===== src/rtl/display_timings_if.sv =====
// Timing bundle from the display timing generator to the pixel-drawing logic
// and the TMDS/VGA output stage.
interface display_timings_if #(
    parameter int CORDW = 16
);
    logic                    o_hs;
    logic                    o_vs;
    logic                    o_de;
    logic                    o_frame;
    logic                    o_line;
    logic signed [CORDW-1:0] o_sx;
    logic signed [CORDW-1:0] o_sy;

    modport master (output o_hs, o_vs, o_de, o_frame, o_line, o_sx, o_sy);
    modport slave  (input  o_hs, o_vs, o_de, o_frame, o_line, o_sx, o_sy);
endinterface


===== src/rtl/display_timings.sv =====
// Display timing generator: signed screen coordinates with registered sync,
// data-enable and line/frame strobes. Defaults give 640x480 at 60 Hz.
module display_timings #(
    parameter int CORDW  = 16,
    parameter int H_RES  = 640,
    parameter int H_FP   = 16,
    parameter int H_SYNC = 96,
    parameter int H_BP   = 48,
    parameter int V_RES  = 480,
    parameter int V_FP   = 10,
    parameter int V_SYNC = 2,
    parameter int V_BP   = 33,
    parameter int H_POL  = 0,
    parameter int V_POL  = 0
) (
    input  logic                  i_clk,
    input  logic                  i_rst_n,
    display_timings_if.master     o_tim
);
    // Blanking sits at negative coordinates so the active area starts at (0,0).
    localparam logic signed [CORDW-1:0] H_STA  = CORDW'(0 - (H_FP + H_SYNC + H_BP));
    localparam logic signed [CORDW-1:0] HS_STA = CORDW'(0 - (H_SYNC + H_BP));
    localparam logic signed [CORDW-1:0] HS_END = CORDW'(0 - H_BP);
    localparam logic signed [CORDW-1:0] H_END  = CORDW'(H_RES - 1);
    localparam logic signed [CORDW-1:0] V_STA  = CORDW'(0 - (V_FP + V_SYNC + V_BP));
    localparam logic signed [CORDW-1:0] VS_STA = CORDW'(0 - (V_SYNC + V_BP));
    localparam logic signed [CORDW-1:0] VS_END = CORDW'(0 - V_BP);
    localparam logic signed [CORDW-1:0] V_END  = CORDW'(V_RES - 1);
    localparam logic signed [CORDW-1:0] ZERO   = CORDW'(0);
    localparam logic signed [CORDW-1:0] ONE    = CORDW'(1);
    localparam logic HS_ON = (H_POL != 0) ? 1'b1 : 1'b0;
    localparam logic VS_ON = (V_POL != 0) ? 1'b1 : 1'b0;

    logic signed [CORDW-1:0] r_x;
    logic signed [CORDW-1:0] r_y;
    logic signed [CORDW-1:0] r_sx;
    logic signed [CORDW-1:0] r_sy;
    logic                    r_hs;
    logic                    r_vs;
    logic                    r_de;
    logic                    r_frame;
    logic                    r_line;

    logic signed [CORDW-1:0] w_nx;
    logic signed [CORDW-1:0] w_ny;
    logic                    w_hs;
    logic                    w_vs;
    logic                    w_de;
    logic                    w_frame;
    logic                    w_line;

    // Next raster position; wraps at end of line and end of frame.
    always_comb begin
        w_nx = r_x + ONE;
        w_ny = r_y;
        if (r_x == H_END) begin
            w_nx = H_STA;
            if (r_y == V_END) begin
                w_ny = V_STA;
            end else begin
                w_ny = r_y + ONE;
            end
        end else begin
            w_nx = r_x + ONE;
            w_ny = r_y;
        end
    end

    // Flags decoded from the next position so they register alongside it.
    always_comb begin
        w_hs    = ((w_nx >= HS_STA) && (w_nx < HS_END)) ? HS_ON : ~HS_ON;
        w_vs    = ((w_ny >= VS_STA) && (w_ny < VS_END)) ? VS_ON : ~VS_ON;
        w_de    = (w_nx >= ZERO) && (w_ny >= ZERO);
        w_line  = (w_nx == H_STA);
        w_frame = (w_nx == H_STA) && (w_ny == V_STA);
    end

    // Counters park at the last pixel in reset so release lands on the frame start.
    always_ff @(posedge i_clk) begin
        if (!i_rst_n) begin
            r_x     <= H_END;
            r_y     <= V_END;
            r_sx    <= H_STA;
            r_sy    <= V_STA;
            r_hs    <= ~HS_ON;
            r_vs    <= ~VS_ON;
            r_de    <= 1'b0;
            r_frame <= 1'b0;
            r_line  <= 1'b0;
        end else begin
            r_x     <= w_nx;
            r_y     <= w_ny;
            r_sx    <= w_nx;
            r_sy    <= w_ny;
            r_hs    <= w_hs;
            r_vs    <= w_vs;
            r_de    <= w_de;
            r_frame <= w_frame;
            r_line  <= w_line;
        end
    end

    assign o_tim.o_sx    = r_sx;
    assign o_tim.o_sy    = r_sy;
    assign o_tim.o_hs    = r_hs;
    assign o_tim.o_vs    = r_vs;
    assign o_tim.o_de    = r_de;
    assign o_tim.o_frame = r_frame;
    assign o_tim.o_line  = r_line;
endmodule


===== src/flat_wrapper.sv =====
// flat-port wrapper written by rule: the top's interface ports become plain ports
module display_timings_flat 
#(
    parameter int CORDW  = 16,
    parameter int H_RES  = 640,
    parameter int H_FP   = 16,
    parameter int H_SYNC = 96,
    parameter int H_BP   = 48,
    parameter int V_RES  = 480,
    parameter int V_FP   = 10,
    parameter int V_SYNC = 2,
    parameter int V_BP   = 33,
    parameter int H_POL  = 0,
    parameter int V_POL  = 0
)
  (i_clk, i_rst_n, o_tim_o_hs, o_tim_o_vs, o_tim_o_de, o_tim_o_frame, o_tim_o_line, o_tim_o_sx, o_tim_o_sy);
  display_timings_if #(.CORDW(CORDW)) o_tim_i ();
  input  logic i_clk;
  input  logic i_rst_n;
  output wire logic [$bits(o_tim_i.o_hs)-1:0] o_tim_o_hs;
  output wire logic [$bits(o_tim_i.o_vs)-1:0] o_tim_o_vs;
  output wire logic [$bits(o_tim_i.o_de)-1:0] o_tim_o_de;
  output wire logic [$bits(o_tim_i.o_frame)-1:0] o_tim_o_frame;
  output wire logic [$bits(o_tim_i.o_line)-1:0] o_tim_o_line;
  output wire logic [$bits(o_tim_i.o_sx)-1:0] o_tim_o_sx;
  output wire logic [$bits(o_tim_i.o_sy)-1:0] o_tim_o_sy;
  assign o_tim_o_hs = o_tim_i.o_hs;
  assign o_tim_o_vs = o_tim_i.o_vs;
  assign o_tim_o_de = o_tim_i.o_de;
  assign o_tim_o_frame = o_tim_i.o_frame;
  assign o_tim_o_line = o_tim_i.o_line;
  assign o_tim_o_sx = o_tim_i.o_sx;
  assign o_tim_o_sy = o_tim_i.o_sy;
  display_timings #(.CORDW(CORDW), .H_RES(H_RES), .H_FP(H_FP), .H_SYNC(H_SYNC), .H_BP(H_BP), .V_RES(V_RES), .V_FP(V_FP), .V_SYNC(V_SYNC), .V_BP(V_BP), .H_POL(H_POL), .V_POL(V_POL)) u_core (.i_clk(i_clk), .i_rst_n(i_rst_n), .o_tim(o_tim_i));
endmodule

===== config.mk =====
export PLATFORM = sky130hd
export DESIGN_NAME = display_timings_flat
export DESIGN_NICKNAME = d
export VERILOG_FILES = /design/src/rtl/display_timings_if.sv /design/src/rtl/display_timings.sv /design/src/flat_wrapper.sv
export SDC_FILE = /design/constraint.sdc
export NUM_CORES = 1
export LEC_CHECK = 0
export ABC_AREA = 1
export BUFFER_PORTS_ARGS = -buffer_cell sky130_fd_sc_hd__buf_2
export CORE_MARGIN = 3
export CORE_UTILIZATION = 55
export DETAILED_ROUTE_END_ITERATION = 16
export PLACE_DENSITY = 0.75
export SYNTH_ARGS = -nofsm -noshare
export SYNTH_HDL_FRONTEND = slang
export SYNTH_SLANG_ARGS = --single-unit

===== constraint.sdc =====
create_clock -name i_clk -period 4.2 [get_ports i_clk]
set_clock_uncertainty 0.2 [all_clocks]
set_input_delay 0.21 -clock i_clk [delete_from_list [all_inputs] [get_ports i_clk]]
set_output_delay 0.21 -clock i_clk [all_outputs]
set_load 0.05 [all_outputs]

==> metrics.cfg, run 1 <==
[clocking]
holdBufCountCts=0
cts_buffers=9
clockBufferDepth=2
htreeDepth=3
cts_setup_buffers=0
clock_latency_ps=340
ctsRootBufferMaster=clkbuf_8
path_clk_slew_ps=70
cts_resized=0
clock_sinks=58
tritoncts=built

[floorplanning]
num_io_pins=39
rows=26
core_area_mm2=0.00524
die_h_um=80.6
dieArea_mm2=0.00649
fp.dieW_um=80.6
start_util_pct=58.4

[routing]
dr_total_vias=2864
via_per_inst=5.11
routed_wl_um=6960
drt_iter0_markers=244
dr.pass1.iters=5
drtAntennaViolNets=0
drt_drc_violations_left=0
avgRoutedWirePerCell_um=12.4

[global_route]
grt_overflow_total=0
antenna_found_initial=0
grt_pass1_wl_um=11900
grt_pass1_vias=2641
grtUsageTotal_pct=23.9
grt_max_degree=39

[place]
dp_hpwl_um=4980
io_buffers=38
dpl_cell_area_mm2=0.00320
gp_congestion=0.929

[min_path]
min_path_type=input port to flop
hold_start=i_rst_n
min_path_cells=2
min_to=u_core.o_tim.o_sy[7]

[logic_synthesis]
ys_top_cells_by_area=dfxtp_1, nand2_1, inv_1
synth_top_area_share_pct=38.0
yosysSeqAreaShare_pct=38.0
yosysTopAreaCell=dfxtp_1
postSynthCellCount=458
ys.flop_type=dfxtp_1
syn_nets=463
syn-cell-area_mm2=0.00306
ys_ff_latch=58
synth-edff-count=0
synth_most_common_cell=nand2_1
synth_common_cells=nand2_1, dfxtp_1, inv_1
avgSynthCellArea_um2=6.68
yosys_warnings=0
ys_types=31
async_flop_share_pct=0

[timing]
worst_slew_pin_slew_ps=714
finalSetupViolations=0
hold_viol=0
rsz0062_at_grt=no
period_share_pct=61.5
maxSlewHeadroom_pct=52.4
period_minus_slack_ps=2580
fmax_mhz=387
setup_tns_ps=0
maxSlewViolCount=0

[final_layout]
area_growth_pct=11.6
n_antenna_cell=0
final_nets=492
layout-drive-gt1-share_pct=19.8
finish.instance_area_mm2=0.00341
fill_cells=480
finish.utilization_pct=65.1

[setup_path]
r2r-end=u_core.o_tim.o_vs
crit_arrival_ps=2570
criticalPathCategory=flop to flop
reg2regPathDepth=14
worstReg2RegStart=u_core.r_x[0]
crit_fanout=23
required_ps=4190
rrSetupSlack_ps=1620
end_kind=flop
cp-start-kind=flop

[status]
status=complete, no violations

[flow_run]
max_cap_viol_count=0

==> worst max path at each step <==
stage,startpoint,endpoint,cells past startpoint
6_report,u_core.r_x[0],u_core.o_tim.o_vs,14
3_5_place_dp,u_core.r_x[0],u_core.o_tim.o_vs,14
2_1_floorplan,u_core.o_tim.o_sy[0],u_core.o_tim.o_vs,13
4_1_cts,u_core.r_x[0],u_core.o_tim.o_vs,14
5_1_grt,u_core.r_x[0],u_core.o_tim.o_frame,13
3_3_place_gp,u_core.r_x[0],u_core.o_tim.o_vs,14
==> through the flow <==
step | hold WS [ps] | setup slack [ps] | instances
final | 181 | 1620 | 561
after global routing | 205 | 1380 | 561
after detailed placement | 320 | 1640 | 546
after CTS | 167 | 1630 | 561
after floorplan | 203 | 2190 | 458
after global placement | 307 | 1720 | 546
==> layer usage <==
layer / GRT usage (%) / share of wire [%]
met5: 0 / 0
met4: 10.5 / 2.2
met3: 5.27 / 8.6
met2: 34.1 / 41
met1: 34.1 / 48
==> worst max-delay path: stages (launching register included) <==
cell and delay, ps:
dfxtp_1 400, ha_1 200, nand2_1 100, nor2_4 140, nand2_2 100, nor2_4 490, nand2_1 100, o21ai_0 120
inv_1 90, nor2_1 90, nand2_1 100, nor2_1 90, nor2_1 50, nor2_1 80, nand4_1 70
==> cells by family (layout without fill, tap and decap cells) <==
group                      Yosys count  after routing  synth area share (%)
and+or+nand+nor                    290            290                  43.2
buffers and inverters               85            118                  12.6
DFF                                 58             58                  38.0
AOI/OAI and AO/OA                   15             15                  2.99
xor gates and xnor gates             7              7                  2.00
adders and majority gates            3              3                  1.23
==> flip-flops by register name (all words and copies together), names as in the netlist <==
register and cells:
u_core.o_tim.o_de 1, u_core.o_tim.o_frame 1, u_core.o_tim.o_hs 1, u_core.o_tim.o_line 1, u_core.o_tim.o_sx 16, u_core.o_tim.o_sy 16, u_core.o_tim.o_vs 1, u_core.r_x 12
u_core.r_y 9
==> placed cells by master, fill, tap and decap left out, drive strengths merged, types with 2 or more instances in the layout <==
cell type and instances:
nor2 67, nand4 16, nor3 12, buf 38
dfxtp 58, xnor2 2, nand3 35, bufinv 2
xor2 5, a21oi 3, clkinv 5, clkbuf 10
inv 63, nand3b 2, o21ai 10, nand2 156
ha 3
==> final cells by class <==
cell class | count | area, µm² | area share, %
multi-input combinational | 315 | 1510 | 44.3
sequential | 58 | 1160 | 34.0
inverter | 65 | 244 | 7.15
timing repair buffer | 38 | 190 | 5.57
clock buffer | 10 | 138 | 4.03
tap | 70 | 87.6 | 2.57
clock inverter | 5 | 78.8 | 2.31
Power of run 1 is left out: the tool's default activity adds up to more than one toggle a clock period on the data nets, which glitch-free logic cannot reach.
==> run 2: changes to the inputs <==
- ABC_AREA: 1 -> 0
- PLACE_DENSITY: 0.75 -> 0.76
- clock period: 4.2 -> 2.6 ns (I/O delays scaled with it)
==> run 2 against run 1 <==
Effect of this change: synthesized cell count down 29%; utilization up 6.3 points; area after synthesis down 6.7%; worst hold slack better by 190 ps; flip-flop and latch count unchanged; critical path depth down 6; final cell count down 19%; via count down 6.7%; fmax up 3.4%; die area down 6.2%; first-iteration DRC count down 43%; critical endpoint is now u_core.o_tim.o_frame; highest routed layer unchanged.
==> metrics.cfg, run 2 <==
[final_layout]
regArea_mm2=0.00116
final_cell_mix=dfxtp_1, nand2_1, buf_2
fill_cells=404
finish.instance_area_mm2=0.00348
finish.utilization_pct=71.4
final_nets=389
layout-drive-gt1-share_pct=30.8
n_antenna_cell=0
multi_input_comb_area_mm2=0.00154
area_growth_pct=22.1
layout_commonest_cell=dfxtp_1

[routing]
routed_wl_um=7070
avgRoutedWirePerCell_um=15.5
drt_iter0_markers=139
drtAntennaViolNets=0
dr_total_vias=2673
drt_drc_violations_left=0
via_per_inst=5.86
dr.pass1.iters=4

[logic_synthesis]
ys_ff_latch=58
yosys_warnings=0
async_flop_share_pct=0
avgSynthCellArea_um2=8.75
yosysSeqAreaShare_pct=40.7
postSynthCellCount=326
synth_common_cells=dfxtp_1, nand2_1, nor2_1
ys.flop_type=dfxtp_1
synth_most_common_cell=dfxtp_1
ys_top_cells_by_area=dfxtp_1, nand2_1, nor2_1
synth-edff-count=0
syn-cell-area_mm2=0.00285
ys_types=61
synth_top_area_share_pct=40.7
syn_nets=331
yosysTopAreaCell=dfxtp_1

[clocking]
cts_buffers=9
path_clk_slew_ps=70
htreeDepth=3
ctsRootBufferMaster=clkbuf_8
clock_sinks=58
clock_latency_ps=340
tritoncts=built
clockBufferDepth=2

[global_route]
grt_pass1_wl_um=11500
grt_overflow_total=0
grtUsageTotal_pct=24.1
grt_max_degree=25
antenna_found_initial=0
grt_pass1_vias=2479

[floorplanning]
start_util_pct=58.5
dieArea_mm2=0.00609
die_h_um=78.0
core_area_mm2=0.00488
num_io_pins=39
rows=25
fp.dieW_um=78.0

[timing]
period_minus_slack_ps=2500
period_share_pct=96.1
maxSlewHeadroom_pct=68.3
worst_slew_pin_slew_ps=473
timing.hold.ws_ps=366
fmax_mhz=400
hold_viol=0
maxSlewViolCount=0
setup_tns_ps=0
finalSetupViolations=0

[min_path]
min_path_type=flop to flop

[place]
dpl_cell_area_mm2=0.00319
gp_congestion=0.910
io_buffers=38
dp_hpwl_um=4890

[setup_path]
criticalPathCategory=flop to flop
end_kind=flop
crit_arrival_ps=2580
cp-start-kind=flop
crit_fanout=6
required_ps=2680

[flow_run]
max_cap_viol_count=0

[status]
status=complete, no violations

-- run 2: cell types whose count changed in the layout (fill, tap and decap cells not counted), moves of 8 or more --
cell     previous run  this run
inv_1              56         5
nor2_2              9         0
buf_4               0        36
nand4_1            16         8
nand3_1            31        14
nand2_1           142        45
nand2_2            13         1
nor2_1             55        31
a21oi_1             1        19
-- run 2: cell families after synthesis --
group / share of synthesized area (%)
xor gates and xnor gates: 3.68
AOI/OAI and AO/OA: 16.3
muxes: 1.10
DFF: 40.7
and+or+nand+nor: 29.7
adders and majority gates: 1.32
buffers and inverters: 7.23
-- run 2: per-stage QoR --
stage | worst slack [ps] | std cells
global placement | 83.7 | 436
detailed placement | 59.8 | 436
finish | 102 | 456
floorplan | 12.1 | 326
global route | -15.4 | 456
CTS | 32.8 | 453
-- run 2: per-layer routing --
metal	GRT usage (%)	part of all wire, %	wire length (µm)
met1	29.3	42	2970
met2	40.5	49	3480
met5	0	0	0
met3	7.11	7.0	496
met4	8.74	1.7	119
-- run 2: what timing repair did --
item | CTS | global route
gates resized for setup | 0 | 13
setup endpoints to repair | 0 | 2
setup buffers | 0 | 3
hold buffers | 1 | 0
endpoints found under the hold margin | 4 | 0
-- run 2: path summary, 6_finish.rpt --
| kind | start | to | slack, ps | depth (start not counted) |
|---|---|---|---|---|
| max | u_core.r_x[1] | u_core.o_tim.o_frame | 100 | 8 |
| min | u_core.o_tim.o_sy[8] | u_core.o_tim.o_sy[8] | 370 | 3 |
| max reg2reg | u_core.r_x[1] | u_core.o_tim.o_frame | 100 | 8 |
| min reg2reg | u_core.o_tim.o_sy[8] | u_core.o_tim.o_sy[8] | 370 | 3 |
-- run 2: layout make-up --
type                    count  area share (%)
well taps                  67            2.41
inverters                   6           0.646
clock inverters             5            1.51
clock buffers              11            4.34
flip-flops and latches     58            33.4
multi-input cells         234            44.2
repair buffers             75            13.5
-- run 2: critical path, stage by stage (launching register included) --
cell	delay, ps
dfxtp_1	410
ha_4	190
and4bb_2	270
and4_4	250
buf_4	150
nor2_1	50
or3_1	420
a2111oi_4	290
and4_1	220
Power of run 2 is left out for the same reason.
==> run 3: changes to the inputs <==
- CORE_ASPECT_RATIO: unset -> 1.2
- CORE_UTILIZATION: 55 -> 40
- PLACE_DENSITY: 0.76 -> 0.58
==> run 3 against run 2 <==
Effect of this change: wire length up 2.9%; global-route usage decreased by 5.9 points; count of clock-buffer cells in the layout is 1 lower; first-iteration DRC count down 7.9%; register-to-register slack worse by 30 ps; highest routed layer unchanged.
==> metrics.cfg, run 3 (synthesis results as in run 2) <==
[status]
status=complete, no violations

[global_route]
grtUsageTotal_pct=18.3
antenna_found_initial=0
grt_pass1_vias=2473
grt_pass1_wl_um=11900
grt_overflow_total=0
grt_max_degree=22

[timing]
period_minus_slack_ps=2530
finalSetupViolations=0
fmax_mhz=395
worst_slew_pin_slew_ps=410
hold_viol=0
maxSlewHeadroom_pct=72.5
rsz0062_at_grt=yes
maxSlewViolCount=0
period_share_pct=97.4
setup_slack_ps=66.8

[final_layout]
n_antenna_cell=0
area_growth_pct=24.8
final_cell_mix=dfxtp_1, nand2_1, buf_4
final_nets=393
stdcell_count=480
fill_cells=654
layout_commonest_cell=dfxtp_1
layout-drive-gt1-share_pct=31.0

[routing]
drt_iter0_markers=128
dr_total_vias=2590
drtAntennaViolNets=0
drt_drc_violations_left=0
avgRoutedWirePerCell_um=15.2
dr.pass1.iters=4
routed_wl_um=7270
via_per_inst=5.40

[setup_path]
critPathTopFamily=simple AND/OR/NAND/NOR gates
cp-start-kind=flop
slowest_stage=dfxtp_1
crit_arrival_ps=2620
worst-path-buf-inv=1
criticalPathCategory=flop to flop
end_kind=flop
required_ps=2690
path_cells=and4bb_2 -> and4_4 -> buf_12 -> a311oi_1 -> a41o_1 -> nand2b_1 -> a2111oi_4 -> and4_1
slowest_delay_ps=520
crit_fanout=18

[place]
dp_cells=462
gp_congestion=0.869
dp_slack_ps=-3.91
io_buffers=38
dp_hpwl_um=5270

[clocking]
tritoncts=built
clockBufferDepth=2
cts_buffers=9
ctsRootBufferMaster=clkbuf_8
clock_sinks=58
clock_latency_ps=350
path_clk_slew_ps=70
htreeDepth=3

[flow_run]
max_cap_viol_count=0

[min_path]
min_path_type=flop to flop

[floorplanning]
num_io_pins=39
die_h_um=98.5
rows=33
core_area_mm2=0.00690
fp.dieW_um=83.1
dieArea_mm2=0.00819
start_util_pct=41.4

run 3: tightest hold or removal path: cells and delay by family (launching register included):
kind / cells / cell delay (ps)
mux: 1 / 90
simple gates: 2 / 140
flops: 1 / 330
run 3: area by class of cell:
cell class	instances	area [µm²]	share of cell area (%)
inverter	6	22.5	0.632
clock buffer	10	128	3.58
sequential	58	1160	32.7
timing repair buffer	79	513	14.4
tap	87	109	3.06
multi-input combinational	234	1540	43.1
clock inverter	6	90.1	2.53
run 3: metal layers:
layer	track usage [%]	part of all wire [%]	vias to the layer above
li1	-	-	1291
met1	21.9	43	1225
met2	30.1	50	57
met3	4.77	4.8	17
met4	9.43	2.3	0
met5	0	0	-
run 3: final timing paths:
| kind | from | end | slack, ps | depth (start not counted) |
|---|---|---|---|---|
| hold reg to reg | u_core.o_tim.o_sy[8] | u_core.o_tim.o_sy[8] | 370 | 3 |
| setup / recovery | u_core.r_x[2] | u_core.o_tim.o_frame | 70 | 8 |
| setup reg to reg | u_core.r_x[2] | u_core.o_tim.o_frame | 70 | 8 |
| hold / removal | u_core.o_tim.o_sy[8] | u_core.o_tim.o_sy[8] | 370 | 3 |
run 3: timing repair:
item	4_1_cts	5_1_grt
setup endpoints to repair	1	3
setup buffers	0	1
pin swaps	0	1
hold endpoints to repair	7	0
hold buffers	1	0
resized for setup	1	10
run 3: metrics by stage:
stage | setup TNS (ps) | hold slack, ps | util (%) | cell area [µm²]
final | 0 | 375 | 51.7 | 3560
after global routing | -16.2 | 411 | 51.7 | 3560
after CTS | 0 | 350 | 50.9 | 3510
after detailed placement | -3.91 | 206 | 47.5 | 3270
after global placement | 0 | 211 | 47.5 | 3270
after floorplan | 0 | 101 | - | 2850
Power of run 3 is left out for the same reason.
